--- config.mk ---
export PLATFORM = sky130hd
export DESIGN_NAME = hex_display_scan
export DESIGN_NICKNAME = d
export VERILOG_FILES = /design/src/rtl/hex_disp_pkg.sv /design/src/rtl/hex_seg_lut.sv /design/src/rtl/hex_display_scan.sv
export SDC_FILE = /design/constraint.sdc
export NUM_CORES = 1
export LEC_CHECK = 0
export ABC_CLOCK_PERIOD_IN_PS = 6500
export CAP_MARGIN = 20
export CORE_MARGIN = 8
export CORE_UTILIZATION = 50
export DETAILED_ROUTE_END_ITERATION = 12
export PLACE_DENSITY_LB_ADDON = 0.15
export SETUP_SLACK_MARGIN = 0.02
export SYNTH_ARGS = -nofsm -noshare
export SYNTH_HDL_FRONTEND = slang
export SYNTH_HIERARCHICAL = 1
export SYNTH_SLANG_ARGS = --single-unit
--- constraint.sdc ---
create_clock -name clk_i -period 6.5 [get_ports clk_i]
set_input_delay 1.95 -clock clk_i [delete_from_list [all_inputs] [get_ports clk_i]]
set_output_delay 1.95 -clock clk_i [all_outputs]
set_load 0.02 [all_outputs]
--- src/rtl/hex_disp_pkg.sv ---
// ---------------------------------------------------------------------------
// hex_disp_pkg
//   Shared constants and helpers for the multiplexed 7-segment display driver.
//   - SEG_BLANK : all segments off (active-low gfedcba)
//   - SEG_LUT   : hex digit 0..F to active-low gfedcba segment pattern
//   - blinkState_t : phase of the per-digit blink generator
//   - cntWidth  : counter width for a modulus, never narrower than one bit
// ---------------------------------------------------------------------------
package hex_disp_pkg;

  localparam logic [6:0] SEG_BLANK = 7'h7F;

  // Bit 6 = g ... bit 0 = a, a zero bit lights the segment.
  localparam logic [6:0] SEG_LUT [16] = '{
    7'h40, 7'h79, 7'h24, 7'h30,
    7'h19, 7'h12, 7'h02, 7'h78,
    7'h00, 7'h10, 7'h08, 7'h03,
    7'h46, 7'h21, 7'h06, 7'h0E
  };

  typedef enum logic {
    BLINK_ON  = 1'b0,
    BLINK_OFF = 1'b1
  } blinkState_t;

  // Width needed to count 0..n-1; a modulus of 1 still gets a 1-bit counter
  // so that the register declarations stay legal.
  function automatic int cntWidth(input int n);
    return (n < 2) ? 1 : $clog2(n);
  endfunction

endpackage

--- src/rtl/hex_seg_lut.sv ---
// ---------------------------------------------------------------------------
// hex_seg_lut
//   Combinational hex nibble to 7-segment decoder (active-low gfedcba).
//   Any nibble that does not match a defined code (X/Z in simulation)
//   decodes to all segments dark.
// Ports
//   nibble_i  in  4  hex value to display
//   seg_o     out 7  segment pattern, active-low, bit 6 = g, bit 0 = a
// ---------------------------------------------------------------------------
module hex_seg_lut
  import hex_disp_pkg::*;
(
  input  logic [3:0] nibble_i,
  output logic [6:0] seg_o
);

  // Table lookup by explicit comparison, so an unknown nibble matches no
  // entry and falls through to the blank pattern.
  always_comb begin
    seg_o = SEG_BLANK;
    for (int v = 0; v < 16; v++) begin
      if (nibble_i == 4'(v)) begin
        seg_o = SEG_LUT[v];
      end
    end
  end

endmodule

--- src/rtl/hex_display_scan.sv ---
// ---------------------------------------------------------------------------
// hex_display_scan
//   Time-multiplexed driver for a DIGITS-wide common-anode 7-segment display.
//   A packed hex word and per-digit decimal points are captured into pending
//   registers and copied to the displayed registers only at the end of a full
//   scan frame, so a digit never shows a mix of old and new data. One digit is
//   driven per slot of SCAN_DIV clocks. Leading zeros can be blanked and any
//   digit can blink with a half-period of BLINK_FRAMES frames.
// Parameters
//   DIGITS        digits scanned (1..16)
//   SCAN_DIV      clk_i cycles per digit slot (>= 2)
//   BLINK_FRAMES  full frames per blink half-period (>= 1)
// Ports
//   clk_i         in   1         system clock
//   rst_i         in   1         asynchronous reset, active-high
//   en_i          in   1         display enable; 0 = dark and counters frozen
//   load_i        in   1         capture strobe for data_i / dp_i
//   data_i        in   4*DIGITS  nibble k drives digit k (digit 0 rightmost)
//   dp_i          in   DIGITS    decimal point per digit, 1 = lit
//   blink_mask_i  in   DIGITS    1 = digit blinks
//   blank_lz_i    in   1         1 = suppress leading zeros
//   hex_o         out  7         segments gfedcba, active-low
//   dp_o          out  1         decimal point, active-low
//   an_o          out  DIGITS    anode select, active-low, one-hot-cold
//   frame_o       out  1         high on the last cycle of every scan frame
// ---------------------------------------------------------------------------
module hex_display_scan
  import hex_disp_pkg::*;
#(
  parameter int DIGITS       = 8,
  parameter int SCAN_DIV     = 1000,
  parameter int BLINK_FRAMES = 64
) (
  input  logic                clk_i,
  input  logic                rst_i,
  input  logic                en_i,
  input  logic                load_i,
  input  logic [4*DIGITS-1:0] data_i,
  input  logic [DIGITS-1:0]   dp_i,
  input  logic [DIGITS-1:0]   blink_mask_i,
  input  logic                blank_lz_i,
  output logic [6:0]          hex_o,
  output logic                dp_o,
  output logic [DIGITS-1:0]   an_o,
  output logic                frame_o
);

  localparam int PRE_W = cntWidth(SCAN_DIV);
  localparam int IDX_W = cntWidth(DIGITS);
  localparam int BLK_W = cntWidth(BLINK_FRAMES);

  localparam logic [PRE_W-1:0] PRE_LAST = PRE_W'(SCAN_DIV - 1);
  localparam logic [IDX_W-1:0] IDX_LAST = IDX_W'(DIGITS - 1);
  localparam logic [BLK_W-1:0] BLK_LAST = BLK_W'(BLINK_FRAMES - 1);

  logic [PRE_W-1:0]    prescaler_q, prescaler_d;
  logic [IDX_W-1:0]    digitIdx_q, digitIdx_d;
  logic [BLK_W-1:0]    blinkCnt_q, blinkCnt_d;
  blinkState_t         blinkState_q, blinkState_d;

  logic [4*DIGITS-1:0] pendData_q, pendData_d;
  logic [DIGITS-1:0]   pendDp_q, pendDp_d;
  logic [4*DIGITS-1:0] shownData_q, shownData_d;
  logic [DIGITS-1:0]   shownDp_q, shownDp_d;

  logic [6:0]          hex_q, hex_d;
  logic                dp_q, dp_d;
  logic [DIGITS-1:0]   an_q, an_d;

  logic                slotEnd;
  logic                frameEnd;
  logic [DIGITS-1:0]   lzBlank;
  logic [3:0]          selNibble;
  logic                selDp;
  logic                selBlinkOff;
  logic                selLz;
  logic [DIGITS-1:0]   selAn;
  logic [6:0]          lutSeg;

  // Scan timing. The prescaler and digit index only move while enabled, so
  // disabling the display simply stretches the current slot. A frame ends on
  // the prescaler wrap of the last digit; that same cycle is reported on
  // frame_o and is the only cycle on which the shown registers change.
  always_comb begin
    slotEnd     = en_i && (prescaler_q == PRE_LAST);
    frameEnd    = slotEnd && (digitIdx_q == IDX_LAST);
    prescaler_d = prescaler_q;
    digitIdx_d  = digitIdx_q;
    if (en_i) begin
      prescaler_d = (prescaler_q == PRE_LAST) ? '0 : prescaler_q + 1'b1;
    end
    if (slotEnd) begin
      digitIdx_d = (digitIdx_q == IDX_LAST) ? '0 : digitIdx_q + 1'b1;
    end
  end

  always_ff @(posedge clk_i or posedge rst_i) begin
    if (rst_i) begin
      prescaler_q <= '0;
      digitIdx_q  <= '0;
    end else begin
      prescaler_q <= prescaler_d;
      digitIdx_q  <= digitIdx_d;
    end
  end

  // Blink generator: counts completed frames and flips between the ON and
  // OFF phases every BLINK_FRAMES frames. Because it only advances on frame
  // ends, a blinking digit is dark for whole frames, never part of one.
  always_comb begin
    blinkState_d = blinkState_q;
    blinkCnt_d   = blinkCnt_q;
    if (frameEnd) begin
      if (blinkCnt_q == BLK_LAST) begin
        blinkCnt_d = '0;
        unique case (blinkState_q)
          BLINK_ON:  blinkState_d = BLINK_OFF;
          BLINK_OFF: blinkState_d = BLINK_ON;
          default:   blinkState_d = BLINK_ON;
        endcase
      end else begin
        blinkCnt_d = blinkCnt_q + 1'b1;
      end
    end
  end

  always_ff @(posedge clk_i or posedge rst_i) begin
    if (rst_i) begin
      blinkState_q <= BLINK_ON;
      blinkCnt_q   <= '0;
    end else begin
      blinkState_q <= blinkState_d;
      blinkCnt_q   <= blinkCnt_d;
    end
  end

  // Double buffer. Loads always land in the pending registers (even while
  // the display is disabled). At a frame end the shown registers take the
  // pending copy, except when a load arrives on that very cycle: then the
  // fresh input is forwarded so it is not delayed by a whole extra frame.
  always_comb begin
    pendData_d  = pendData_q;
    pendDp_d    = pendDp_q;
    shownData_d = shownData_q;
    shownDp_d   = shownDp_q;
    if (load_i) begin
      pendData_d = data_i;
      pendDp_d   = dp_i;
    end
    if (frameEnd) begin
      shownData_d = load_i ? data_i : pendData_q;
      shownDp_d   = load_i ? dp_i   : pendDp_q;
    end
  end

  always_ff @(posedge clk_i or posedge rst_i) begin
    if (rst_i) begin
      pendData_q  <= '0;
      pendDp_q    <= '0;
      shownData_q <= '0;
      shownDp_q   <= '0;
    end else begin
      pendData_q  <= pendData_d;
      pendDp_q    <= pendDp_d;
      shownData_q <= shownData_d;
      shownDp_q   <= shownDp_d;
    end
  end

  // Leading-zero mask, walked from the most significant digit down: a digit
  // is a leading zero while every nibble from it upwards is zero. Digit 0 is
  // excluded so a displayed value of zero still reads "0".
  always_comb begin : lzScan
    logic zeroAbove;
    lzBlank   = '0;
    zeroAbove = 1'b1;
    for (int k = DIGITS - 1; k >= 0; k--) begin
      zeroAbove  = zeroAbove && (shownData_q[4*k +: 4] == 4'h0);
      lzBlank[k] = blank_lz_i && (k != 0) && zeroAbove;
    end
  end

  // Pick everything belonging to the digit currently being scanned.
  always_comb begin
    selNibble   = 4'h0;
    selDp       = 1'b0;
    selBlinkOff = 1'b0;
    selLz       = 1'b0;
    selAn       = '1;
    for (int k = 0; k < DIGITS; k++) begin
      if (digitIdx_q == IDX_W'(k)) begin
        selNibble   = shownData_q[4*k +: 4];
        selDp       = shownDp_q[k];
        selBlinkOff = blink_mask_i[k] && (blinkState_q == BLINK_OFF);
        selLz       = lzBlank[k];
        selAn[k]    = 1'b0;
      end
    end
  end

  hex_seg_lut u_seg_lut (
    .nibble_i (selNibble),
    .seg_o    (lutSeg)
  );

  // Output stage. Leading-zero blanking only darkens the segments; the
  // decimal point of such a digit stays visible, whereas the blink OFF phase
  // darkens the whole digit including its decimal point.
  always_comb begin
    hex_d = SEG_BLANK;
    dp_d  = 1'b1;
    an_d  = '1;
    if (en_i) begin
      an_d  = selAn;
      hex_d = (selBlinkOff || selLz) ? SEG_BLANK : lutSeg;
      dp_d  = ~(selDp && !selBlinkOff);
    end
  end

  // Registering the pins keeps anode switching glitch-free; the slot for
  // digit k therefore appears one cycle after the index reaches k.
  always_ff @(posedge clk_i or posedge rst_i) begin
    if (rst_i) begin
      hex_q <= SEG_BLANK;
      dp_q  <= 1'b1;
      an_q  <= '1;
    end else begin
      hex_q <= hex_d;
      dp_q  <= dp_d;
      an_q  <= an_d;
    end
  end

  assign hex_o   = hex_q;
  assign dp_o    = dp_q;
  assign an_o    = an_q;
  assign frame_o = frameEnd;

endmodule

==> metrics.csv, run 1 <==
stage;metric;value;unit
run_status;outcome;finished clean;
min_path;hold_path_class;register to register;
synth;synth_top_family_by_area;multiplexers;
synth;yosysMostFrequentCell;dfrtp_1;
clock_network;cts.sinks;116;
drt;wl_met1;5280;um
grt;grt_pass1_wl;19400;um
cells_and_area;area_growth;25.6;%
setup_path;worstPathRequired;4.55;ns
clock_network;cts_tree;yes;
grt;grtUsageTotal;16.8;%
cells_and_area;instances_no_fill;673;
drt;vias;3726;
floorplanning;die_h;120;um
sta;tns;0;ns
drt;ant_nets;0;
placed_design;gp_congestion;0.849;
setup_path;cp_num_buf_inv;3;
sta;fmax;0.181;GHz
sta;skew;0.00890;ns
setup_path;crit_chain;clkdlybuf4s50_1, buf_4, nand2_1, nor4_4, clkdlybuf4s50_1;
synth;synth_common_cells;dfrtp_1 (100), mux2_2 (79), nand2_1 (33), nor2_1 (22), o21ai_0 (22);
setup_path;cp_max_fo;13;
power;max-vdd-ir-drop;0.175;mV
clock_network;clk_pin_slew;0.06;ns
power;p_per_area;287;nW/um^2
floorplanning;core-area;10700;um^2
drt;drt_iter0_drc;209;
power;total_power;1940;uW
synth;syn_avg_cell_area;12.0;um^2
grt;grt_overflow_total;0;
floorplanning;placementRows;38;
placed_design;dp_hpwl;7690;um
synth;syn-num-nets;510;
sta;finalCritPeriodShare;85.1;%
synth;yosys.area_share.adder;2.07;%
floorplanning;io_pins;70;
clock_network;post_cts_buffers;0;
cells_and_area;insertedDiodeCount;0;
clock_network;cts.repair.resized;0;
synth;synth_top_area_share;46.6;%
synth;synth-async-reset-ratio;100;%
synth;ys_seq_elements;116;
grt;antenna_found_initial;0;
sta;setup_viol;0;
sta;worstMarginPinSlew;0.951;ns
drt;wire_per_inst;17.1;um
synth;ys_top_cells_by_area;dfrtp_1 (47%), mux2_2 (17%), dfstp_2 (7.8%), nand2_1 (2.3%), o21ai_0 (2.1%);
drt;route.met2.wl;5550;um
flow_run;max-cap-violations;0;
placed_design;dp.cells;639;
clock_network;clockBufferDepth;2;
drt;viasPerCell;5.54;
clock_network;hold_buffers;0;
setup_path;crit_path_start_kind;primary input;
sta;final-hold-violation-count;0;
setup_path;critical_path.top_delay_family;buffers and inverters;
floorplanning;dieArea;14300;um^2
synth;synth_enable_flop_cells;0;
synth;synth-compound-area-share;9.74;%
synth;synth_mux_area_share;16.6;%
clock_network;cts_htree_levels;4;
grt;grt_pass1_vias;3834;
grt;grt_max_degree;79;
floorplanning;initial_utilization;50.4;%
sta;setup_ws;0.967;ns
drt;dr.max_layer_used;met4;
placed_design;pre_cts_ws;0.940;ns
synth;synth_ff_type;dfrtp_1;
clock_network;clk_latency;0.51;ns
synth;synth_cell_type_count;59;
drt;wl;11500;um
setup_path;worstSetupPathType;primary input to primary output;
placed_design;io_buffers;69;
clock_network;cts-root-buf;clkbuf_8;
synth;ys_seq_area_share;54.4;%
sta;slew_headroom;36.0;%
sta;period_needed;5.53;ns
sta;final_max_slew_viol_count;0;
floorplanning;die_w;120;um
synth;synth_warnings;6;
power;p_leak;0.00295;uW
cells_and_area;nets;581;
synth;synth_top_cell_by_area;dfrtp_1;
cells_and_area;drive_gt1_share;28.0;%
setup_path;worst_ep_arrival_time;3.58;ns
setup_path;worst_path_max_delay_cell;clkdlybuf4s50_1;
sta;rsz0062_at_grt;no;
synth;syn_inst;449;
setup_path;cp_common_cell;clkdlybuf4s50_1;
drt;dr_wl_met3;562;um
clock_network;cts_buffers;17;
sta;holdWs;0.495;ns
drt;drc;0;
setup_path;worstSetupEndpointType;primary output;
synth;syn_area;5370;um^2
setup_path;cpPeakStageDelay;0.65;ns
drt;dr.pass1.iters;4;
synth;synthSimpleGateAreaFrac;12.3;%
synth;synth_xor_area_share;1.31;%
## final timing paths
check	start	to	slack [ns]	cells after the start
setup / recovery	en_i	frame_o	0.97	5
hold / removal	pendData_q[25]$_DFF_PP0_	pendData_q[25]$_DFF_PP0_	0.50	1
setup reg to reg	digitIdx_q[2]$_DFFE_PP0P_	hex_o[6]$_DFF_PP1_	2.37	10
hold reg to reg	pendData_q[25]$_DFF_PP0_	pendData_q[25]$_DFF_PP0_	0.50	1
max in group asynchronous	rst_i	dp_o$_DFF_PP1_	3.43	3
min in group asynchronous	rst_i	pendData_q[13]$_DFF_PP0_	2.01	2
## power by group
part           total [uW]  switching, uW  internal (uW)
Combinational         208            104            104
Sequential            806           30.0            776
Clock                 923            329            593
Total                1940            463           1470
## metrics by stage
stage          cell area [um^2]  utilization (%)
6_report                   6740             63.3
5_1_grt                    6740             63.3
4_1_cts                    6730             63.2
3_5_place_dp               6140             57.7
3_3_place_gp               6140             57.6
2_1_floorplan              5370                -
## layout by cell type (no fill, tap or decap), types with 7 or more instances in the layout
master,count
nand3_1,8
dfstp_2,16
a21oi_1,21
o21ai_0,22
ha_1,8
dfrtp_1,100
or2_1,7
clkbuf_16,16
nand2_1,33
nor2_1,22
clkdlybuf4s50_1,68
xnor2_1,8
nor2b_1,9
mux2_2,79
inv_1,12
## metal layers
metal | up-vias | track usage (%)
met5 | - | 0
met4 | 0 | 5.23
met3 | 8 | 5.03
met2 | 90 | 26.8
met1 | 1873 | 21.7
li1 | 1755 | -
## flip-flops by register name (all words and copies together) (netlist names)
register	count
pendData_q	32
shownData_q	32
prescaler_q	10
an_o	8
pendDp_q	8
shownDp_q	8
hex_o	7
blinkCnt_q	6
digitIdx_q	3
blinkState_q	1
dp_o	1
## cells by family (layout without fill, tap and decap cells)
family,count (synthesis),count (layout)
flops,116,116
buf+inv,40,124
fa+ha+maj,9,9
xor+xnor,8,8
compound gates,77,77
mux,79,79
simple gates,120,120
## area by class of cell
type,count,area [um^2]
repair buffers,77,738
fillers,859,3910
well taps,140,175
clock inverters,12,155
flip-flops and latches,116,2920
inverters,15,58.8
clock buffers,20,435
multi-input cells,293,2260
(Power assumes the default switching activity.)
==> run 2, diff against run 1 <==
--- a/config.mk
+++ b/config.mk
@@ -8,7 +8,7 @@
 export ABC_CLOCK_PERIOD_IN_PS = 6500
 export CAP_MARGIN = 20
 export CORE_MARGIN = 8
-export CORE_UTILIZATION = 50
+export CORE_UTILIZATION = 45
 export DETAILED_ROUTE_END_ITERATION = 12
 export PLACE_DENSITY_LB_ADDON = 0.15
 export SETUP_SLACK_MARGIN = 0.02
==> metrics.csv, run 2 (synthesis results as in run 1) <==
stage;metric;value;unit
grt;grt_pass1_vias;3886;
run_status;outcome;finished clean;
power;p_leak;0.00296;uW
clock_network;clockBufferDepth;2;
sta;fmax;0.174;GHz
floorplanning;die_w;125;um
floorplanning;dieArea;15700;um^2
floorplanning;placementRows;40;
clock_network;cts_htree_levels;4;
setup_path;worstPathRequired;4.55;ns
setup_path;crit_path_start_kind;primary input;
sta;setup_viol;0;
clock_network;clk_pin_slew;0.06;ns
power;power_switching;484;uW
power;sw_frac_of_total;24.9;%
grt;grtUsageTotal;15.8;%
floorplanning;initial_utilization;45.5;%
grt;grt_busiest_layer;met2;
clock_network;hold_buffers;0;
power;p_comb_share;10.8;%
cells_and_area;nets;581;
sta;rsz0062_at_grt;no;
sta;worstMarginPinSlew;0.905;ns
sta;holdWs;0.474;ns
power;pwr-share-clk;47.7;%
drt;ant_nets;0;
cells_and_area;final_common_cell;dfrtp_1;
drt;wl;11700;um
grt;use_met3;3.91;%
cells_and_area;final_cell_mix;dfrtp_1 (100), mux2_2 (79), clkdlybuf4s50_1 (68);
grt;grt_overflow_total;0;
drt;drt_iter0_drc;282;
placed_design;placed_cell_area;6140;um^2
sta;finalCritPeriodShare;88.3;%
clock_network;cts_buffers;17;
floorplanning;core-area;11800;um^2
cells_and_area;insertedDiodeCount;0;
floorplanning;io_pins;70;
grt;met1_usage;19.9;%
clock_network;cts_tree;yes;
placed_design;dp_hpwl;8000;um
setup_path;worst_ep_arrival_time;3.79;ns
drt;vias;3673;
power;p_int;1460;uW
grt;grt_max_degree;88;
sta;final-hold-violation-count;0;
drt;drc;0;
clock_network;cts-root-buf;clkbuf_16;
placed_design;io_buffers;69;
floorplanning;die_h;125;um
grt;grt_use_met2;25.4;%
drt;wire_per_inst;17.2;um
sta;final_max_slew_viol_count;0;
sta;slew_headroom;39.7;%
setup_path;cp_max_fo;13;
clock_network;post_cts_buffers;0;
flow_run;max-cap-violations;0;
sta;skew;0.00675;ns
placed_design;gp_congestion;0.827;
sta;tns;0;ns
clock_network;clk_latency;0.40;ns
power;max-vdd-ir-drop;0.128;mV
power;p_per_area;287;nW/um^2
clock_network;cts.sinks;116;
grt;grt_pass1_wl;20000;um
clock_network;cts.repair.resized;0;
cells_and_area;area_growth;26.1;%
cells_and_area;fin_area;6770;um^2
min_path;hold_path_class;register to register;
drt;dr.pass1.iters;4;
sta;period_needed;5.74;ns
cells_and_area;largestRegisters;pendData_q x32, shownData_q x32, prescaler_q x10;
power;total_power;1940;uW
cells_and_area;fill_cells;965;
power;seqPwrFrac;41.5;%
setup_path;worstSetupPathType;primary input to primary output;
cells_and_area;drive_gt1_share;28.3;%
drt;viasPerCell;5.40;
setup_path;worstSetupEndpointType;primary output;
grt;antenna_found_initial;0;
==> run 2: critical path, cell delays in order <==
cell and delay (ns):
clkdlybuf4s50_1 0.77, nand2_1 0.21, nor4_4 0.20, clkdlybuf4s50_1 0.65
==> run 2: routing by layer <==
layer,wire (um),vias up
met5,0,-
met4,225,0
met3,411,16
met2,5630,80
met1,5410,1814
li1,-,1763
==> run 2: area by class of cell <==
cell class | instances | area (um^2) | share of cell area (%)
clock buffers | 18 | 439 | 6.49
multi-input cells | 293 | 2260 | 33.3
clock inverters | 14 | 153 | 2.25
repair buffers | 77 | 758 | 11.2
well taps | 147 | 184 | 2.72
flip-flops and latches | 116 | 2920 | 43.2
inverters | 15 | 58.8 | 0.868
==> run 2: worst paths after layout <==
kind,slack (ns),startpoint,endpoint,depth (start not counted)
max,0.76,en_i,frame_o,4
min,0.47,blinkCnt_q[4]$_DFFE_PP0P_,blinkCnt_q[4]$_DFFE_PP0P_,1
max reg2reg,2.09,digitIdx_q[2]$_DFFE_PP0P_,hex_o[3]$_DFF_PP1_,11
min reg2reg,0.47,blinkCnt_q[4]$_DFFE_PP0P_,blinkCnt_q[4]$_DFFE_PP0P_,1
max in group asynchronous,3.84,rst_i,an_o[1]$_DFF_PP1_,3
min in group asynchronous,1.89,rst_i,pendData_q[13]$_DFF_PP0_,2
==> run 2: power groups by stage <==
stage	sequential [uW]	combinational, uW	clock (uW)
6_report	806	210	927
5_1_grt	813	232	982
4_1_cts	806	210	946
3_5_place_dp	817	209	0
3_3_place_gp	816	204	0
2_1_floorplan	819	127	0
==> run 2: through the flow <==
step / cells / worst slack (ns) / util, %
floorplan: 449 / 1.50 / -
global placement: 644 / 0.820 / 52.0
finish: 680 / 0.759 / 57.3
CTS: 677 / 0.747 / 57.0
global route: 680 / 0.642 / 57.3
detailed placement: 645 / 0.770 / 52.0
